==> config.mk <==
export PLATFORM = sky130hd
export DESIGN_NAME = bram_arbiter
export DESIGN_NICKNAME = d
export VERILOG_FILES = /design/src/rtl/bram_arbiter.sv
export SDC_FILE = /design/constraint.sdc
export NUM_CORES = 1
export LEC_CHECK = 0
export ABC_AREA = 0
export BUFFER_PORTS_ARGS = -buffer_cell sky130_fd_sc_hd__buf_4
export CAP_MARGIN = 20
export CORE_ASPECT_RATIO = 1.1
export CORE_MARGIN = 2
export CORE_UTILIZATION = 39
export DETAILED_ROUTE_END_ITERATION = 16
export PLACE_DENSITY = 0.76
export SETUP_SLACK_MARGIN = 0.3
export SLEW_MARGIN = 10
export SYNTH_ARGS = -nofsm -noshare
export SYNTH_HDL_FRONTEND = slang
export SYNTH_SLANG_ARGS = --single-unit
export TNS_END_PERCENT = 30
==> constraint.sdc <==
create_clock -name clk -period 2.19 [get_ports clk]
set_clock_uncertainty 0.1 [all_clocks]
set_input_delay 0.219 -clock clk [delete_from_list [all_inputs] [get_ports clk]]
set_output_delay 0.219 -clock clk [all_outputs]
set_load 0.03 [all_outputs]
==> src/rtl/bram_arbiter.sv <==
`default_nettype none
// ============================================================================
// Module   : bram_arbiter
// Purpose  : Shares one single-port synchronous block RAM (one-cycle
//            registered read) between two requesters, A and B. One access is
//            granted per cycle. The current owner keeps the RAM for bursts of
//            up to MAXBURST grants while the other side waits, after which
//            ownership passes round-robin. Read data is returned on a shared
//            registered bus with a per-requester valid pulse two cycles after
//            the grant.
// Ports    : clk, rst                     clock, async active-high reset
//            a_req_i/a_we_i/a_addr_i/a_wdata_i  requester A command
//            a_gnt_o (comb), a_rvalid_o    requester A accept / read valid
//            b_*                           same for requester B
//            rdata_o                       read data (shared, registered)
//            ram_addr_o/ram_din_o/ram_we_o to RAM; ram_dout_i from RAM
// Revision : 1.0 - initial release
// ============================================================================
module bram_arbiter #(
  parameter int LOGSIZE  = 5,
  parameter int WIDTH    = 16,
  parameter int MAXBURST = 4
) (
  input  logic               clk,
  input  logic               rst,
  input  logic               a_req_i,
  input  logic               a_we_i,
  input  logic [LOGSIZE-1:0] a_addr_i,
  input  logic [WIDTH-1:0]   a_wdata_i,
  output logic               a_gnt_o,
  output logic               a_rvalid_o,
  input  logic               b_req_i,
  input  logic               b_we_i,
  input  logic [LOGSIZE-1:0] b_addr_i,
  input  logic [WIDTH-1:0]   b_wdata_i,
  output logic               b_gnt_o,
  output logic               b_rvalid_o,
  output logic [WIDTH-1:0]   rdata_o,
  output logic [LOGSIZE-1:0] ram_addr_o,
  output logic [WIDTH-1:0]   ram_din_o,
  output logic               ram_we_o,
  input  logic [WIDTH-1:0]   ram_dout_i
);

  localparam int CW = $clog2(MAXBURST + 1);
  localparam logic [CW-1:0] C_MAXCNT = CW'(MAXBURST);

  typedef enum logic [1:0] {
    S_IDLE  = 2'd0,
    S_OWN_A = 2'd1,
    S_OWN_B = 2'd2
  } state_t;

  state_t             state_q, state_d;
  logic               last_b_q, last_b_d;   // 1: B was the last owner
  logic [CW-1:0]      cnt_q, cnt_d;
  logic [LOGSIZE-1:0] addr_hold_q;
  logic [WIDTH-1:0]   din_hold_q;
  logic               tag_v_q;              // read issued last cycle
  logic               tag_b_q;              // ... and it belonged to B
  logic [WIDTH-1:0]   rdata_q;
  logic               a_rvalid_q, b_rvalid_q;

  logic gnt_a, gnt_b, cnt_full;
  logic [CW-1:0] cnt_inc;

  assign cnt_full = (cnt_q == C_MAXCNT);
  assign cnt_inc  = cnt_full ? cnt_q : cnt_q + 1'b1;

  // Grant decision: combinational from requests and registered ownership.
  // Reset masks the grants so nothing reaches the RAM while rst is high.
  always_comb begin
    gnt_a = 1'b0;
    gnt_b = 1'b0;
    case (state_q)
      S_IDLE: begin
        if (a_req_i && b_req_i) begin
          gnt_a = last_b_q;
          gnt_b = ~last_b_q;
        end else begin
          gnt_a = a_req_i;
          gnt_b = b_req_i;
        end
      end
      S_OWN_A: begin
        if (a_req_i && !(b_req_i && cnt_full)) gnt_a = 1'b1;
        else if (b_req_i)                      gnt_b = 1'b1;
      end
      S_OWN_B: begin
        if (b_req_i && !(a_req_i && cnt_full)) gnt_b = 1'b1;
        else if (a_req_i)                      gnt_a = 1'b1;
      end
      default: ;
    endcase
    if (rst) begin
      gnt_a = 1'b0;
      gnt_b = 1'b0;
    end
  end

  always_comb begin
    state_d  = state_q;
    last_b_d = last_b_q;
    cnt_d    = cnt_q;
    if (gnt_a) begin
      state_d  = S_OWN_A;
      last_b_d = 1'b0;
      cnt_d    = (state_q == S_OWN_A) ? cnt_inc : CW'(1);
    end else if (gnt_b) begin
      state_d  = S_OWN_B;
      last_b_d = 1'b1;
      cnt_d    = (state_q == S_OWN_B) ? cnt_inc : CW'(1);
    end else begin
      state_d  = S_IDLE;
      cnt_d    = '0;
    end
  end

  // RAM mux; when idle the address/data lines keep the last granted values.
  assign ram_addr_o = gnt_a ? a_addr_i  : (gnt_b ? b_addr_i  : addr_hold_q);
  assign ram_din_o  = gnt_a ? a_wdata_i : (gnt_b ? b_wdata_i : din_hold_q);
  assign ram_we_o   = (gnt_a & a_we_i) | (gnt_b & b_we_i);

  always_ff @(posedge clk or posedge rst) begin
    if (rst) begin
      state_q     <= S_IDLE;
      last_b_q    <= 1'b1;
      cnt_q       <= '0;
      addr_hold_q <= '0;
      din_hold_q  <= '0;
      tag_v_q     <= 1'b0;
      tag_b_q     <= 1'b0;
      rdata_q     <= '0;
      a_rvalid_q  <= 1'b0;
      b_rvalid_q  <= 1'b0;
    end else begin
      state_q  <= state_d;
      last_b_q <= last_b_d;
      cnt_q    <= cnt_d;
      if (gnt_a || gnt_b) begin
        addr_hold_q <= ram_addr_o;
        din_hold_q  <= ram_din_o;
      end
      // Stage 1: remember who issued a read; the RAM registers its output
      // at this same edge, so the data is captured one edge later.
      tag_v_q    <= (gnt_a & ~a_we_i) | (gnt_b & ~b_we_i);
      tag_b_q    <= gnt_b;
      if (tag_v_q) rdata_q <= ram_dout_i;
      a_rvalid_q <= tag_v_q & ~tag_b_q;
      b_rvalid_q <= tag_v_q & tag_b_q;
    end
  end

  assign a_gnt_o    = gnt_a;
  assign b_gnt_o    = gnt_b;
  assign a_rvalid_o = a_rvalid_q;
  assign b_rvalid_o = b_rvalid_q;
  assign rdata_o    = rdata_q;

endmodule
`default_nettype wire
# == Yosys cells after proc, flatten, opt, wreduce, memory -nomap -nowiden ==
# Index checks and enable logic that the tools add are counted.
# classes
n_addsub,1
n_reduce_logical,10
eq_ne,3
bitwise_logic,12
muxes,25
# op_table
operator,count
$mux 16,2
$mux 3,5
$mux 1,12
$mux 5,2
$and 1x1->1,6
$pmux 1 s3,2
$logic_and 1x1->1,5
$mux 2,2
$not 1->1,4
$add 3x1->3 const B,1
$eq 3x3->1 const B,1
$eq 2x1->1 const B,1
$eq 2x2->1 const B,1
$logic_not 1->1,2
$logic_not 2->1,1
$or 1x1->1,2
$reduce_bool 2->1,1
$logic_or 1x1->1,1
# word_totals
register_bits,47
input_bits,64
output_inout_bits,42

# == Depth between registers and ports, before layout ==
# logic_depth
ltp_word,9
mapped_depth,8
ltp_nobuf,7

# == Worst setup path before layout ==
# No wires, ideal clock.
# synth_timing
kind,register to output
startpoint,register cnt_q[0]
endpoint,output port ram_addr_o[4]
arrival_ps,2238
path_slack_ps,-367
required_ps,1871
path_stages_with_launch,9
path_cell_list,dfrtp_1 inv_1 ha_1 and3_1 o21ai_1 nand3_2 inv_2 buf_2 o311ai_1
# synth_via
elab_chain_len,9
word_cells_on_any_way,17
cone_classes,1 x eq/ne; 10 x mux; 6 x reduce/logical
# synth_rtl
item,line,rtl
start: declaration,56,"logic [CW-1:0] cnt_q, cnt_d;"
start signal: assignment,139,cnt_q <= cnt_d;
$eq 3x3->1 (*),67,assign cnt_full = (cnt_q == C_MAXCNT);
$logic_and 1x1->1 (on tied branches),"90, 86",
$logic_not 1->1 (on tied branches),"90, 86",
$logic_and 1x1->1 (on tied branches),"90, 86",
$mux 1 (on tied branches),"90, 86",
$pmux 1 s3 (*),75,case (state_q)
$mux 1 (*),95,if (rst) begin
named net b_gnt_o,36,"output logic b_gnt_o,"
$mux 5 (*) (2 in a row),120,assign ram_addr_o = gnt_a ? a_addr_i : (gnt_b ? b_addr_i : addr_hold_q);
end: declaration,39,"output logic [LOGSIZE-1:0] ram_addr_o,"
# Mark *: on every way through the listed nets, which the timed path passes. The rest lies on a longest branch.

# == Worst setup path after layout ==
# layout_timing
startpoint,register cnt_q[0]
endpoint,output port ram_din_o[5]
# layout_via
elab_chain_len,9
word_cells_on_any_way,17
cone_classes,1 x eq/ne; 10 x mux; 6 x reduce/logical
# layout_rtl
item,line,rtl
$eq 3x3->1 (*),67,
$logic_and 1x1->1 (on tied branches),"90, 86",
$logic_not 1->1 (on tied branches),"90, 86",
$logic_and 1x1->1 (on tied branches),"90, 86",
$mux 1 (on tied branches),"90, 86",
$pmux 1 s3,75,
$mux 1,95,
$mux 16,121,assign ram_din_o = gnt_a ? a_wdata_i : (gnt_b ? b_wdata_i : din_hold_q);
$mux 16 (*),121,
end: declaration,40,"output logic [WIDTH-1:0] ram_din_o,"
# Mark *: on every way between the ends. The rest lies on a longest branch, timed or not.

==> results.tsv <==
metric	value	unit
status	complete, but fails checks	
failing checks	negative setup slack	
total grt overflow	0	
CP Class	register to primary output	
Post-Synthesis Net Count	298	
Worst Reg-to-Reg Cells	9	
endpoints failing setup	24	
synth unique cells	41	
clock tree buffer depth	2	
CTS clk-pin slew, worst paths	90	ps
die height	88.29	um
CORE AREA	6193	um2
number of global-route vias before repair	2816	
synth warn	0	
Total GRT Usage	26.89	%
drt pass-1 iters	5	
RSZ-0062 raised after global routing	true	
Max Slew Vio Count	0	
final core occ	77.17	%
GPL Wtd Cong	0.8141	
initial antenna violation count	0	
Die ar.	7118	um2
Synth top area share	45.70	%
I/O pin total	106	
Final ANT Viol Nets	0	
most common cell after layout, fill and taps aside	buf_4	
maxcap violations	0	
leak pwr	2.039	nW
largest net degree at the start of global routing	32	
WL/cell	23.82	um
share of cells above drive strength 1	63.71	%
Critical Path AT	2180	ps
first-pass GRT wire length	14370	um
area leader, netlist	dfrtp_1	
Top Layer Used	met4	
Port Buffers	105	
CP startpoint kind	register	
most common flop cell mapped by yosys	dfrtp_1	
Setup WS post-layout	-305.2	ps
via count	2763	
Crit Path Max Fanout	12	
relative slew slack	49.58	%
min-delay worst type	primary input to register	
Die X-Extent	80.62	um
hold_ws	18.05	ps
Post-DP HPWL	5611	um
CP Capture Type	primary output	
hold depth	2	
fin crit period	2495	ps
period utilization	113.9	%
final hold vios	0	
DRT iter0 DRCs	184	
n_diodes	0	
Met2 Wirelength	5476	um
cell count after synthesis	232	
drt total wl	10770	um
H-tree depth reported by CTS	2	
Seq/Total Area, Yosys	46.75	%
DRC viols	0	
fmax	0.4008	GHz
area grow syn2layout	89.77	%
layout net count	437	
Pwr Density	802.5	nW/um2
worst skew pair latency	310	ps
reg-to-reg slack, setup	60	ps
row count	30	
CTS buffer count	5	
met3 WL	857	um
M1 wire length	3972	um
ranking of synthesized cells by area	dfrtp_1 (46%), o311ai_1 (14%), mux2_2 (7.2%)	
Post-Syn Area	2519	um2
number of flops mapped to enable cells by yosys	0	
clk root buf	clkbuf_8	
CTS tree	built	
initial core utilization	40.67	%
Avg Cell Area, Syn	10.86	um2
worst-margin pin slew	756.2	ps
most frequent cells in the layout	buf_4 (108), dfrtp_1 (44), buf_6 (27), inv_1 (23), o311ai_1 (22)	
Vias per Instance	6.113	
#FFs+latches synth	47	
Max VDD drop	463.4	uV
ys async rst share	100.0	%
CP required	1870	ps
Sink Count	47	
kinds of logic after synthesis:
group | share of synthesized area, %
flip-flops | 46.75
buffers and inverters | 8.743
AND/OR/NAND/NOR | 14.51
AO/OA/AOI/OAI | 21.51
adder cells (fa/ha/maj) | 0.9934
multiplexers | 7.153
XOR/XNOR | 0.3478
per-stage QoR:
stage / cell area (um2) / setup WS [ps] / TNS (ps) / total power, mW / cells
2_1_floorplan: 2959 / 244.6 / 0 / 2.234 / 232
3_5_place_dp: 3872 / 25.60 / 0 / 2.749 / 413
3_3_place_gp: 3872 / 97.59 / 0 / 2.713 / 413
6_report: 4780 / -305.2 / -5925 / 3.836 / 452
4_1_cts: 4536 / -219.1 / -4637 / 3.690 / 440
5_1_grt: 4780 / -355.8 / -7501 / 3.970 / 452
final timing paths:
kind,start,endpoint
worst max-delay path,cnt_q[0],ram_din_o[5]
worst min-delay path,b_we_i,tag_v_q
worst max register to register,state_q[1],din_hold_q[5]
worst min register to register,tag_b_q,a_rvalid_o
max in group asynchronous,rst,state_q[1]
min in group asynchronous,rst,cnt_q[1]
area by class of cell:
class	count	area [um2]
well taps	80	100.1
multi-input cells	136	1779
repair buffers	153	1473
clock inverters	2	60.06
flip-flops and latches	47	1180
fillers	348	1414
clock buffers	6	72.57
inverters	28	115.1
where the power goes:
part	switching, mW	internal [mW]
clock	0.322	0.457
sequential	0.110	1.06
combinational	1.01	0.879
total	1.44	2.40
state kept, by name, indices dropped and copies added (netlist names), 2 cells and up:
register	count
din_hold_q	16
state_q	2
rdata_o	16
addr_hold_q	5
cnt_q	3
worst max-delay path, stage by stage (launching register included):
cell and delay [ps]:
dfrtp_1 380, inv_2 70, ha_4 180, and3_1 200, o21ai_2 210, buf_4 240
nand4_1 250, o311ai_4 170, buf_6 180
repair_timing:
item | CTS | global route
endpoints found under the setup margin | 40 | 47
pin swaps | 16 | 22
endpoints found under the hold margin | 16 | 0
setup buffers | 15 | 11
cloned | 2 | 1
gates resized for setup | 72 | 20
hold buffers | 2 | 0
synth_stat cells, types with 2 or more instances:
library cell	number
o21ai_1	3
ha_1	2
o22ai_1	2
inv_1	26
and3_1	2
buf_2	6
dfrtp_1	46
nand3b_1	3
nand3_1	21
o311ai_1	39
nor2b_1	2
and2_1	2
nand4_1	21
mux2_2	16
o311ai_2	4
buf_4	5
clkbuf_1	8
layer usage:
metal  global-route usage [%]  vias up
met4                    12.63        0
met3                    5.102       38
met5                        0        -
li1                         -     1187
met2                    48.56      175
met1                    30.66     1363
Note: power is estimated with default switching activity, not from simulation.
